`src/rtl/sc_mul_lfsr_mc.sv`:
```
// rtl/sc_mul_lfsr_mc.sv - multi-channel unipolar stochastic multiplier over two shared LFSRs
//
// Each lane compares its captured operands against two shared Galois LFSRs.
// It ANDs the two resulting stochastic bits and counts the ones over a
// window of P*P cycles, where P = 2^WIDTH-1.
//
// Ports:
//   clk, rst      clock, synchronous active-high reset
//   start         launch request, honoured only while busy=0
//   mode          0 = rotate B LFSR, 1 = exhaustive (nested) B LFSR
//   seed_a/b      LFSR seeds, a zero seed is replaced by 1
//   a, b          packed lane operands, lane i at [i*WIDTH +: WIDTH]
//   busy          high for the whole compare window
//   done          one-cycle pulse after the last compare cycle
//   result        packed lane ones counts, lane i at [i*2*WIDTH +: 2*WIDTH]

module sc_mul_lfsr_mc #(
    parameter int               WIDTH  = 8,
    parameter int               NUM_CH = 4,
    parameter logic [WIDTH-1:0] TAPS   = 8'hB8
) (
    input  logic                        clk,
    input  logic                        rst,
    input  logic                        start,
    input  logic                        mode,
    input  logic [WIDTH-1:0]            seed_a,
    input  logic [WIDTH-1:0]            seed_b,
    input  logic [NUM_CH*WIDTH-1:0]     a,
    input  logic [NUM_CH*WIDTH-1:0]     b,
    output logic                        busy,
    output logic                        done,
    output logic [NUM_CH*2*WIDTH-1:0]   result
);

    localparam int               AW      = 2 * WIDTH;
    localparam logic [WIDTH-1:0] ONE_W   = {{(WIDTH-1){1'b0}}, 1'b1};
    // Last phase index P-1 = 2^W-2.
    localparam logic [WIDTH-1:0] PH_LAST = {{(WIDTH-1){1'b1}}, 1'b0};

    function automatic logic [WIDTH-1:0] lfsr_step(input logic [WIDTH-1:0] s);
        return (s >> 1) ^ (s[0] ? TAPS : '0);
    endfunction

    logic                      busy_q, busy_d;
    logic                      done_q, done_d;
    logic                      mode_q, mode_d;
    logic [WIDTH-1:0]          lfsr_a_q, lfsr_a_d;
    logic [WIDTH-1:0]          lfsr_b_q, lfsr_b_d;
    logic [WIDTH-1:0]          seed_a_q, seed_a_d;
    logic [WIDTH-1:0]          inner_q, inner_d;
    logic [WIDTH-1:0]          outer_q, outer_d;
    logic [NUM_CH*WIDTH-1:0]   a_q, a_d;
    logic [NUM_CH*WIDTH-1:0]   b_q, b_d;
    logic [AW-1:0]             acc_q [NUM_CH];
    logic [AW-1:0]             acc_d [NUM_CH];
    logic [NUM_CH*AW-1:0]      result_q, result_d;

    logic [WIDTH-1:0]          seed_a_eff;
    logic [WIDTH-1:0]          seed_b_eff;
    logic [WIDTH-1:0]          lfsr_a_nxt;
    logic                      wrap;
    logic                      last_cyc;
    logic                      b_step;
    logic [NUM_CH-1:0]         hit;

    assign busy   = busy_q;
    assign done   = done_q;
    assign result = result_q;

    always_comb begin
        seed_a_eff = (seed_a == '0) ? ONE_W : seed_a;
        seed_b_eff = (seed_b == '0) ? ONE_W : seed_b;
        lfsr_a_nxt = lfsr_step(lfsr_a_q);
        // A returns to its seed once per period, so this marks the
        // last cycle of every inner period.
        wrap       = (lfsr_a_nxt == seed_a_q);
        last_cyc   = (inner_q == PH_LAST) && (outer_q == PH_LAST);
        // Exhaustive: B advances once per A period (nested loops).
        // Rotate: B advances every cycle except on a wrap, so the A/B
        // alignment shifts by one in each period.
        b_step     = mode_q ? wrap : !wrap;
        for (int i = 0; i < NUM_CH; i++) begin
            hit[i] = (a_q[i*WIDTH +: WIDTH] > lfsr_a_q) &&
                     (b_q[i*WIDTH +: WIDTH] > lfsr_b_q);
        end
    end

    always_comb begin
        busy_d   = busy_q;
        done_d   = 1'b0;
        mode_d   = mode_q;
        lfsr_a_d = lfsr_a_q;
        lfsr_b_d = lfsr_b_q;
        seed_a_d = seed_a_q;
        inner_d  = inner_q;
        outer_d  = outer_q;
        a_d      = a_q;
        b_d      = b_q;
        result_d = result_q;
        for (int i = 0; i < NUM_CH; i++) begin
            acc_d[i] = acc_q[i];
        end

        if (!busy_q) begin
            if (start) begin
                busy_d   = 1'b1;
                mode_d   = mode;
                a_d      = a;
                b_d      = b;
                seed_a_d = seed_a_eff;
                lfsr_a_d = seed_a_eff;
                lfsr_b_d = seed_b_eff;
                inner_d  = '0;
                outer_d  = '0;
                for (int i = 0; i < NUM_CH; i++) begin
                    acc_d[i] = '0;
                end
            end
        end else begin
            for (int i = 0; i < NUM_CH; i++) begin
                acc_d[i] = acc_q[i] + {{(AW-1){1'b0}}, hit[i]};
            end
            lfsr_a_d = lfsr_a_nxt;
            if (b_step) begin
                lfsr_b_d = lfsr_step(lfsr_b_q);
            end
            if (inner_q == PH_LAST) begin
                inner_d = '0;
                outer_d = outer_q + ONE_W;
            end else begin
                inner_d = inner_q + ONE_W;
            end
            if (last_cyc) begin
                busy_d = 1'b0;
                done_d = 1'b1;
                // The final compare bit is already folded into acc_d.
                for (int i = 0; i < NUM_CH; i++) begin
                    result_d[i*AW +: AW] = acc_d[i];
                end
            end
        end
    end

    always_ff @(posedge clk) begin
        if (rst) begin
            busy_q   <= 1'b0;
            done_q   <= 1'b0;
            mode_q   <= 1'b0;
            lfsr_a_q <= ONE_W;
            lfsr_b_q <= ONE_W;
            seed_a_q <= ONE_W;
            inner_q  <= '0;
            outer_q  <= '0;
            a_q      <= '0;
            b_q      <= '0;
            result_q <= '0;
            for (int i = 0; i < NUM_CH; i++) begin
                acc_q[i] <= '0;
            end
        end else begin
            busy_q   <= busy_d;
            done_q   <= done_d;
            mode_q   <= mode_d;
            lfsr_a_q <= lfsr_a_d;
            lfsr_b_q <= lfsr_b_d;
            seed_a_q <= seed_a_d;
            inner_q  <= inner_d;
            outer_q  <= outer_d;
            a_q      <= a_d;
            b_q      <= b_d;
            result_q <= result_d;
            for (int i = 0; i < NUM_CH; i++) begin
                acc_q[i] <= acc_d[i];
            end
        end
    end

endmodule

```
`config.mk`:
```
export PLATFORM = sky130hd
export DESIGN_NAME = sc_mul_lfsr_mc
export DESIGN_NICKNAME = d
export VERILOG_FILES = /design/src/rtl/sc_mul_lfsr_mc.sv
export SDC_FILE = /design/constraint.sdc
export NUM_CORES = 1
export LEC_CHECK = 0
export ABC_AREA = 1
export BUFFER_PORTS_ARGS = -buffer_cell sky130_fd_sc_hd__clkbuf_2
export CAP_MARGIN = 20
export CORE_MARGIN = 5
export CORE_UTILIZATION = 34
export DETAILED_ROUTE_END_ITERATION = 8
export SETUP_SLACK_MARGIN = 0.15
export SLEW_MARGIN = 20
export SYNTH_ARGS = -nofsm -noshare
export SYNTH_HDL_FRONTEND = slang
export SYNTH_SLANG_ARGS = --single-unit
```
`constraint.sdc`:
```
create_clock -name clk -period 3.05 [get_ports clk]
set_clock_uncertainty 0.1 [all_clocks]
set_input_delay 0.61 -clock clk [delete_from_list [all_inputs] [get_ports clk]]
set_output_delay 0.61 -clock clk [all_outputs]
set_load 0.02 [all_outputs]
```
==> results of run 1 <==
## routing by layer
layer | GRT usage, % | up-vias
met5 | 0 | -
met4 | 4.004 | 2
met3 | 3.053 | 44
met2 | 29.29 | 219
met1 | 22.16 | 5052
li1 | - | 5471
## Yosys cell counts (all sizes together), types with 16 or more instances
library cell  count  area, um^2
o21ai           141       705.7
nand3            73       375.4
buf              29       137.6
ha               76       950.9
nor2            266        1011
inv             113       424.2
nand4            19       125.1
clkbuf           41       153.9
a21oi           133       665.6
dfxtp           235        4705
nand2           318        1206
nor3             16       85.08
xor2             35       306.5
## timing repair
item	CTS	global route
setup endpoints to repair	46	66
hold buffers	0	0
buffers inserted	7	15
endpoints found under the hold margin	0	0
gates resized for setup	97	126
pin swaps	36	61
## flip-flops by register name (all words and copies together), names as in the netlist
register,flops
lfsr_b_q,8
acc_q,64
inner_q,8
busy,1
b_q,32
seed_a_q,8
a_q,32
lfsr_a_q,8
outer_q,8
mode_q,1
result,64
done,1
## report_power, final
group / internal, mW / total [mW] / leakage [nW] / switching [mW]
clock network: 2.05 / 3.37 / 0.466 / 1.32
registers: 3.18 / 3.27 / 1.92 / 0.0936
logic: 0.461 / 1.11 / 4.11 / 0.654
total: 5.68 / 7.75 / 6.50 / 2.07
## cell type report
class                      instances  area [um^2]
tap                              442        553.0
clock inverter                    14        158.9
sequential                       235         4728
inverter                         114        457.9
multi-input combinational       1134         6909
fill                            3264        17680
clock buffer                      35        777.0
timing repair buffer             233         1433
## cell families after synthesis
kind of cell               share of synthesized area [%]
and+or+nand+nor                                    25.81
AOI/OAI and AO/OA                                  13.84
DFF                                                41.67
buffers and inverters                              6.373
adders and majority gates                          8.423
xor gates and xnor gates                           3.879
## per-stage QoR
step	total power [mW]	setup TNS [ns]	instance area, um^2
final	7.753	0	15020
after global routing	8.127	-0.02247	15020
after CTS	7.681	0	14220
after global placement	4.163	-0.1146	12830
after floorplan	3.860	0	11290
after detailed placement	4.184	-0.4914	12830
## path summary, 6_finish.rpt
kind / from / end / slack (ns) / cells after the start
worst max-delay path: lfsr_a_q[6] / acc_q[3][8] / 0.17 / 18
worst min-delay path: b[11] / b_q[11] / 0.20 / 3
worst max register to register: lfsr_a_q[6] / acc_q[3][8] / 0.17 / 18
worst min register to register: acc_q[3][13] / acc_q[3][13] / 0.37 / 2
## tightest hold or removal path, delay by kind of cell
kind	cells	cell delay, ns
simple gates	2	0.11
buf+inv	1	0.07
==> results.md, run 1 <==
* Setup-failing EPs final at 0
* Clock tree buffer depth at 3
* Num CTS Buffers at 27
* Critical Path Sink Type: flop
* Buffers and inverters on the worst path at 5
* Final min period at about 2.9 ns
* Final slew viol count at 0
* Startpoint Class: flop
* Area growth, synth to finish at 33.02%
* Synth Cell Area at 11,290 um^2
* WP data arrival at 3.25 ns
* Wire length on met3 at roughly 1600 um
* Dpl hpwl at 22,130 um
* Clk root buf: clkbuf_16
* Period utilization at 94.41%
* Worst slew pin tran at 0.8462 ns
* Critical Path RT at 3.42 ns
* Initial antenna violation count at 1
* Most common cell after layout, fill and taps aside: nand2_1
* DRC errors left at 0
* Initial Util at between 30% and 40%
* Worst-Skew Late Latency at 0.54 ns
* Die Height at 192.2 um
* Hold Crit Class: in -> reg
* Most frequent cells in the layout: nand2_1, nor2_1, dfxtp_1
* PortBufs at about 150
* GRT overflow at 0
* Critical path's slowest cell: dfxtp_2
* Ys async rst share at 0%
* WL final at 33,100 um
* Core Rows at 66
* Setup ws final at around 0.17 ns
* Placed Instances at 2,136
* Final ANT Viol Nets at 0
* Worst Path Max Fanout at 5
* Fmax at 347.3 MHz
* CP dominant cell by count: buf_4
* Pwr Density at 516.3 nW/um^2
* Core footprint at 32,700 um^2
* Met2 WL at 15,980 um
* Nets@finish at around 1,900
* CP max stage delay at 0.36 ns
* First drt pass iteration count at 4
* Inserted Diodes at 0
* H-tree Lvls at 1
* First-pass GRT wire length at 51,940 um
* Most common flop cell mapped by yosys: dfxtp_1
* Final hold violation count at 0
* Critical Setup Path Class: reg -> reg
* Sequential area share after synthesis at 41.67%
* Util after Layout at 45.92%
* Finished Layout Cells at 2,207
* Largest net degree at the start of global routing at 73
* Vias/cell at 4.888
* Vias in the first global route at ~10,000
* Max-capacitance violation count at 0
* I/O pins at 150
* Clock-pin slew on the worst setup and hold paths at roughly 0.06 ns
* Die width at 192.2 um
* Die ar. at 36,950 um^2
* LEAKAGE at 6.499 nW
* Post-synth EDFFs at 0
* Post-place setup slack at -0.07092 ns
* Synthesized Nets at approximately 1,700
* Routed vias at 10,790
* Final GP Congestion at 0.8457
* CTS tree: yes
* Worst vdd ir at between 300 and 400 uV
* Unrepaired setup endpoints after global routing: true
* Syn. warnings at 0
* Yosys cell types at 44
* Critical-path cell list: clkinv_4 -> buf_4 -> ha_4 -> nand2_1 -> o21ai_1 -> a21oi_2 -> nor3_2 -> buf_4 -> ha_4 -> nand3_4 -> nor3_4 -> nand2_2 -> buf_4 -> inv_1 -> nand2_2 -> xnor2_2 -> nand2_1 -> a21oi_2
* Layout cells sized above 1 at 26.69%
* Gr usage total at 17.00%
* Met1 wire length at 14,880 um
* Post-Synthesis Cells at between 1,500 and 2,000
* Avg WL per Cell at 15.00 um
* CP delay by family, top: simple AND/OR/NAND/NOR gates
* Syn_area_per_cell at ~7.3 um^2
* Worst hold slack at 0.1966 ns
* Top Metal Used: met5
* DRT iter0 DRCs at 521
* Outcome: finished, final reports clean
* Rel. slew slack at between 40% and 50%
* Yosys reg bits at 235
* CTS sink cnt at 235
Note: power is estimated with default switching activity, not from simulation.
==> run 2: changes to the inputs <==
--- a/config.mk
+++ b/config.mk
@@ -11,6 +11,7 @@
 export CORE_MARGIN = 5
 export CORE_UTILIZATION = 34
 export DETAILED_ROUTE_END_ITERATION = 8
+export REMOVE_ABC_BUFFERS = 1
 export SETUP_SLACK_MARGIN = 0.15
 export SLEW_MARGIN = 20
 export SYNTH_ARGS = -nofsm -noshare
==> run 2 against run 1 <==
Effect of this change: critical path depth unchanged; maximum frequency down 2.9%; cell area up 0.46%; via count down 0.31%; combinational power up 5%; core utilization up 0.21 points; power up 3.9%; worst setup slack worse by 0.086 ns; global-route usage down 0.079 points; register-to-register slack worse by 0.09 ns.
==> results.md, run 2 (synthesis gave the netlist of run 1 again) <==
* Outcome: finished, final reports clean (unchanged)
* H-tree Lvls at 1 (unchanged)
* Final slew viol count at 0 (unchanged)
* LEAKAGE at 6.526 nW (was 6.499 nW)
* CP max stage delay at 0.35 ns (was 0.36 ns)
* Final GP Congestion at 0.8631 (was 0.8457)
* I/O pins at 150 (unchanged)
* Hold Crit Class: in -> reg (unchanged)
* Initial Util at 34.52% (unchanged)
* Fmax at 337.2 MHz (was 347.3 MHz)
* Die ar. at 36,950 um^2 (unchanged)
* Initial antenna violation count at 0 (was 1)
* Startpoint Class: flop (unchanged)
* R2R cell count at 18 (unchanged)
* Inserted Diodes at 0 (unchanged)
* Dpl hpwl at 21,610 um (was 22,130 um)
* Worst vdd ir at 424.4 uV (was 369.2 uV)
* Area growth, synth to finish at 33.63% (was 33.02%)
* Total power at 8.057 mW (was 7.753 mW)
* RR Startpoint: lfsr_b_q[1] (was lfsr_a_q[6])
* Die width at 192.2 um (unchanged)
* Worst setup path startpoint: lfsr_b_q[1] (was lfsr_a_q[6])
* Layout cells sized above 1 at 27.53% (was 26.69%)
* WL final at 32,520 um (was 33,100 um)
* WP data arrival at 3.33 ns (was 3.25 ns)
* Clock-pin slew on the worst setup and hold paths at 0.06 ns (about the same)
* DRT iter0 DRCs at 510 (was 521)
* Worst slew pin tran at 0.7985 ns (was 0.8462 ns)
* DRC errors left at 0 (unchanged)
* Num CTS Buffers at 26 (was 27)
* Rel. slew slack at 46.77% (was 43.58%)
* Most common cell after layout, fill and taps aside: nand2_1 (unchanged)
* Final min period at 2.966 ns (was 2.879 ns)
* Largest net degree at the start of global routing at 82 (was 73)
* CTS tree: yes (unchanged)
* Crit path to: acc_q[0][10] (was acc_q[3][8])
* Critical-path cell list: inv_4 -> ha_4 -> a21oi_2 -> o21ai_2 -> nand4_1 -> a311oi_1 -> buf_4 -> ha_4 -> ha_4 -> nand2_4 -> nor2_4 -> nand2_2 -> nor2_4 -> nand3_4 -> buf_6 -> xor2_2 -> o21a_1 -> nor2_1 (was clkinv_4 -> buf_4 -> ha_4 -> nand2_1 -> o21ai_1 -> a21oi_2 -> nor3_2 -> buf_4 -> ha_4 -> nand3_4 -> nor3_4 -> nand2_2 -> buf_4 -> inv_1 -> nand2_2 -> xnor2_2 -> nand2_1 -> a21oi_2)
* Vias in the first global route at 10,440 (was 10,460)
* Vias/cell at 4.880 (was 4.888)
* Max-capacitance violation count at 0 (unchanged)
* First-pass GRT wire length at 52,140 um (was 51,940 um)
* Worst-Skew Late Latency at 0.53 ns (was 0.54 ns)
* Routed vias at 10,760 (was 10,790)
* Util after Layout at 46.13% (was 45.92%)
* CP dominant cell by count: ha_4 (was buf_4)
* Most frequent cells in the layout: nand2_1, nor2_1, dfxtp_1 (unchanged)
* Nets@finish at 1,903 (was 1,905)
* Pwr Density at 534.1 nW/um^2 (was 516.3 nW/um^2)
* Period utilization at 97.24% (was 94.41%)
* Reg-to-Reg End: acc_q[0][10] (was acc_q[3][8])
* Final hold violation count at 0 (unchanged)
* Final ANT Viol Nets at 0 (unchanged)
* Hold depth at 3 (unchanged)
* Core Rows at 66 (unchanged)
* Die Height at 192.2 um (unchanged)
* Critical Path Sink Type: flop (unchanged)
* Critical Path RT at 3.41 ns (was 3.42 ns)
* Critical Setup Path Class: reg -> reg (unchanged)
* Avg WL per Cell at 14.76 um (was 15.00 um)
* PortBufs at 149 (unchanged)
* Clock tree buffer depth at 3 (unchanged)
* GRT overflow at 0 (unchanged)
* Gr usage total at 16.92% (was 17.00%)
* Core footprint at 32,700 um^2 (unchanged)
* Clk root buf: clkbuf_16 (unchanged)
* Setup-failing EPs final at 0 (unchanged)
* Post-place setup slack at -0.4010 ns (was -0.07092 ns)
* Unrepaired setup endpoints after global routing: true (unchanged)
* Worst Path Max Fanout at 4 (was 5)
* First drt pass iteration count at 5 (was 4)
* Setup ws final at 0.08433 ns (was 0.1705 ns)
* Critical path's slowest cell: dfxtp_2 (unchanged)
* CTS sink cnt at 235 (unchanged)
* R2R setup slack at 0.08 ns (was 0.17 ns)
## run 2: report_power, final
group	leakage (nW)	switching, mW	total [mW]	internal, mW
registers	1.92	0.0895	3.27	3.18
clock network	0.490	1.30	3.63	2.33
logic	4.12	0.670	1.16	0.486
total	6.53	2.06	8.06	5.99
## run 2: routing by layer
layer	up-vias	wire length [um]	GRT usage, %
li1	5461	-	-
met1	4959	14760	22.95
met2	274	15140	28.00
met3	61	1721	2.563
met4	0	903	4.800
met5	-	0	0
## run 2: what timing repair did
action,CTS,global route
hold buffers,0,0
pin swaps,29,71
gates cloned,0,0
resized for setup,97,150
buffers inserted,9,13
endpoints found under the setup margin,67,81
## run 2: layout make-up
type / count / area (um^2)
fillers: 3213 / 17620
multi-input cells: 1134 / 6909
flip-flops and latches: 235 / 4731
repair buffers: 232 / 1440
clock buffers: 31 / 710.7
well taps: 442 / 553.0
inverters: 114 / 459.2
clock inverters: 16 / 282.8
## run 2: worst max-delay path: cells and delay by family, from the launching register on
kind                     cells  cell delay [ns]
AO/OA/AOI/OAI                4             0.66
XOR/XNOR                     1             0.15
adder cells (fa/ha/maj)      3             0.56
buffers and inverters        3             0.39
flip-flops                   1             0.35
AND/OR/NAND/NOR              7             0.68
## run 2: worst min-delay path by stage
| stage | startpoint | end | slack (ns) |
|---|---|---|---|
| 2_1_floorplan | outer_q[0] | outer_q[0] | 0.33 |
| 4_1_cts | a[20] | a_q[20] | 0.18 |
| 5_1_grt | b[27] | b_q[27] | 0.20 |
| 3_3_place_gp | outer_q[0] | outer_q[0] | 0.35 |
| 6_report | b[12] | b_q[12] | 0.20 |
| 3_5_place_dp | a_q[16] | a_q[16] | 0.36 |
## run 2: per-stage QoR
step	std cells	setup TNS [ns]	hold WS, ns	area, um^2
global placement	2135	-3.634	0.3521	12820
finish	2204	0	0.2011	15090
CTS	2191	0	0.1836	14270
detailed placement	2135	-5.400	0.3581	12820
global route	2204	-0.5460	0.1958	15090
floorplan	1483	-283.18	0.3311	11000
==> run 3: changes to the inputs <==
--- a/config.mk
+++ b/config.mk
@@ -6,11 +6,10 @@
 export NUM_CORES = 1
 export LEC_CHECK = 0
 export ABC_AREA = 1
-export BUFFER_PORTS_ARGS = -buffer_cell sky130_fd_sc_hd__clkbuf_2
-export CAP_MARGIN = 20
 export CORE_MARGIN = 5
 export CORE_UTILIZATION = 34
 export DETAILED_ROUTE_END_ITERATION = 8
+export DONT_BUFFER_PORTS = 1
 export REMOVE_ABC_BUFFERS = 1
 export SETUP_SLACK_MARGIN = 0.15
 export SLEW_MARGIN = 20
==> run 3 against run 2 <==
Effect of this change: cell count decreased by 7.4%; hold slack got worse by 0.15 ns; count of clock-buffer cells in the layout increased by 5; worst setup slack improved by 0.079 ns; first-iteration DRC count decreased by 12%; core utilization decreased by 3.7 points; largest power group is now sequential cells; via count decreased by 6.1%; cell area decreased by 8.1%; highest routed layer unchanged; sequential share of layout area increased by 2.7 points; global-route usage decreased by 0.38 points; sequential power about the same; maximum frequency increased by 2.7%.
==> results.md, run 3 (synthesis gave the netlist of run 1 again) <==
* Outcome: finished, final reports clean (unchanged)
* Rel. slew slack at 46.32% (was 46.77%)
* R2R setup slack at 0.16 ns (was 0.08 ns)
* Routed vias at 10,100 (was 10,760)
* Worst Path Max Fanout at 4 (unchanged)
* Unrepaired setup endpoints after global routing: true (unchanged)
* Final hold violation count at 0 (unchanged)
* Die ar. at 36,950 um^2 (unchanged)
* Final ANT Viol Nets at 0 (unchanged)
* Max-capacitance violation count at 0 (unchanged)
* Clock network power share at 40.5% (was 45.1%)
* Critical Setup Path Class: reg -> reg (unchanged)
* Vias in the first global route at 9,848 (was 10,440)
* First-pass GRT wire length at 50,470 um (was 52,140 um)
* Int Power at 5.246 mW (was 5.994 mW)
* DRT iter0 DRCs at 447 (was 510)
* I/O pins at 150 (unchanged)
* Setup-failing EPs final at 0 (unchanged)
* Placed instance area at 12,050 um^2 (was 12,820 um^2)
* Inserted Diodes at 0 (unchanged)
* LEAKAGE at 5.632 nW (was 6.526 nW)
* First drt pass iteration count at 5 (unchanged)
* Most common cell after layout, fill and taps aside: nand2_1 (unchanged)
* DRC errors left at 0 (unchanged)
* Startpoint Class: flop (unchanged)
* Worst vdd ir at 411.5 uV (was 424.4 uV)
* Initial Util at 34.52% (unchanged)
* Clock-pin slew on the worst setup and hold paths at 0.06 ns (about the same)
* CP max stage delay at 0.36 ns (was 0.35 ns)
* Total power at 7.209 mW (was 8.057 mW)
* GRT overflow at 0 (unchanged)
* Num CTS Buffers at 25 (was 26)
* Final min period at 2.887 ns (was 2.966 ns)
* Most frequent cells in the layout: nand2_1, nor2_1, dfxtp_1 (unchanged)
* Die Height at 192.2 um (unchanged)
* Clock tree buffer depth at 3 (unchanged)
* Vias/cell at 4.951 (was 4.880)
* Area growth, synth to finish at 22.83% (was 33.63%)
* Core footprint at 32,700 um^2 (unchanged)
* Critical-path cell list: inv_4 -> ha_1 -> a21oi_2 -> o21ai_2 -> a21oi_2 -> nor3_2 -> buf_4 -> ha_4 -> ha_4 -> nand2_2 -> inv_2 -> nand3b_1 -> buf_4 -> nor4_2 -> or2_2 -> nand2_1 -> nand2_1 -> a21oi_1 (was inv_4 -> ha_4 -> a21oi_2 -> o21ai_2 -> nand4_1 -> a311oi_1 -> buf_4 -> ha_4 -> ha_4 -> nand2_4 -> nor2_4 -> nand2_2 -> nor2_4 -> nand3_4 -> buf_6 -> xor2_2 -> o21a_1 -> nor2_1)
* Final Cell Area at 13,870 um^2 (was 15,090 um^2)
* Nets@finish at 1,741 (was 1,903)
* WL final at 31,780 um (was 32,520 um)
* Gr usage total at 16.55% (was 16.92%)
* Die width at 192.2 um (unchanged)
* Sequential fraction of design power at 45.4% (was 40.5%)
* H-tree Lvls at 1 (unchanged)
* Sw Ratio at 27.24% (was 25.60%)
* Layout cells sized above 1 at 18.40% (was 27.53%)
* Hold Crit Class: in -> reg (unchanged)
* Dpl hpwl at 21,440 um (was 21,610 um)
* RR Startpoint: lfsr_b_q[1] (unchanged)
* CTS tree: yes (unchanged)
* Period utilization at 94.65% (was 97.24%)
* PortBufs at 0 (was 149)
* Fill count at 3,361 (was 3,213)
* Critical Path RT at 3.41 ns (about the same)
* Critical Path Sink Type: flop (unchanged)
* Critical path's slowest cell: dfxtp_2 (unchanged)
* P_sw at 1.964 mW (was 2.063 mW)
* Final slew viol count at 0 (unchanged)
* Core Rows at 66 (unchanged)
* TNS Setup at 0 ns (unchanged)
* Util after Layout at 42.41% (was 46.13%)
* Initial antenna violation count at 0 (unchanged)
* Worst slew pin tran at 0.8053 ns (was 0.7985 ns)
* Clk root buf: clkbuf_16 (unchanged)
* Worst setup path startpoint: lfsr_b_q[1] (unchanged)
* CTS sink cnt at 235 (unchanged)
* Pwr Density at 519.9 nW/um^2 (was 534.1 nW/um^2)
* Avg WL per Cell at 15.58 um (was 14.76 um)
* WP data arrival at 3.25 ns (was 3.33 ns)
* Hold path startpoint: rst (was b[12])
* Final GP Congestion at 0.8940 (was 0.8631)
* Gate power share at 14.1% (was 14.4%)
* Fmax at 346.4 MHz (was 337.2 MHz)
* Largest net degree at the start of global routing at 86 (was 82)
* Worst-Skew Late Latency at 0.52 ns (was 0.53 ns)
## run 3: final timing paths
check,endpoint,depth (start not counted)
min,acc_q[1][7],1
max,acc_q[1][14],18
max reg2reg,acc_q[1][14],18
min reg2reg,outer_q[0],1
## run 3: worst max-delay path: cells and delay by family, from the launching register on
| family | cells | cell delay [ns] |
|---|---|---|
| AOI/OAI and AO/OA | 4 | 0.61 |
| adders and majority gates | 3 | 0.64 |
| buffers and inverters | 4 | 0.40 |
| DFF | 1 | 0.36 |
| and+or+nand+nor | 7 | 0.72 |
## run 3: power by group through the flow
stage	Combinational, mW	Clock, mW	Sequential (mW)
after detailed placement	0.799	0	3.31
after CTS	0.954	3.00	3.27
final	1.02	2.92	3.27
after global placement	0.779	0	3.31
after global routing	1.15	3.12	3.28
after floorplan	0.529	0	3.30
## run 3: metrics by stage
stage | hold slack [ns] | setup WS (ns) | instances
3_5_place_dp | 0.3552 | -0.2720 | 1984
5_1_grt | 0.03391 | -0.03435 | 2040
4_1_cts | 0.03643 | 0.1079 | 2037
6_report | 0.05391 | 0.1631 | 2040
3_3_place_gp | 0.3455 | -0.2684 | 1984
2_1_floorplan | 0.3311 | -2.303 | 1483
## run 3: area by class of cell
cell class                 instances  area, um^2  share of cell area [%]
clock buffer                      36       728.2                   5.251
sequential                       235        4726                   34.08
multi-input combinational       1134        6778                   48.88
clock inverter                     8       46.29                  0.3338
inverter                         114       455.4                   3.284
tap                              442       553.0                   3.988
timing repair buffer              71       580.6                   4.187
## run 3: what timing repair did
action / CTS / global route
resized for setup: 131 / 79
hold buffers: 0 / 0
endpoints found under the setup margin: 71 / 63
buffers inserted: 9 / 3
pin swaps: 45 / 50
## run 3: metal layers
layer	GRT usage, %	wire length (um)	vias to the layer above
met2	27.30	14330	251
met3	4.471	2358	52
met4	3.703	804	0
met5	0	0	-
li1	-	-	5131
met1	21.71	14290	4666
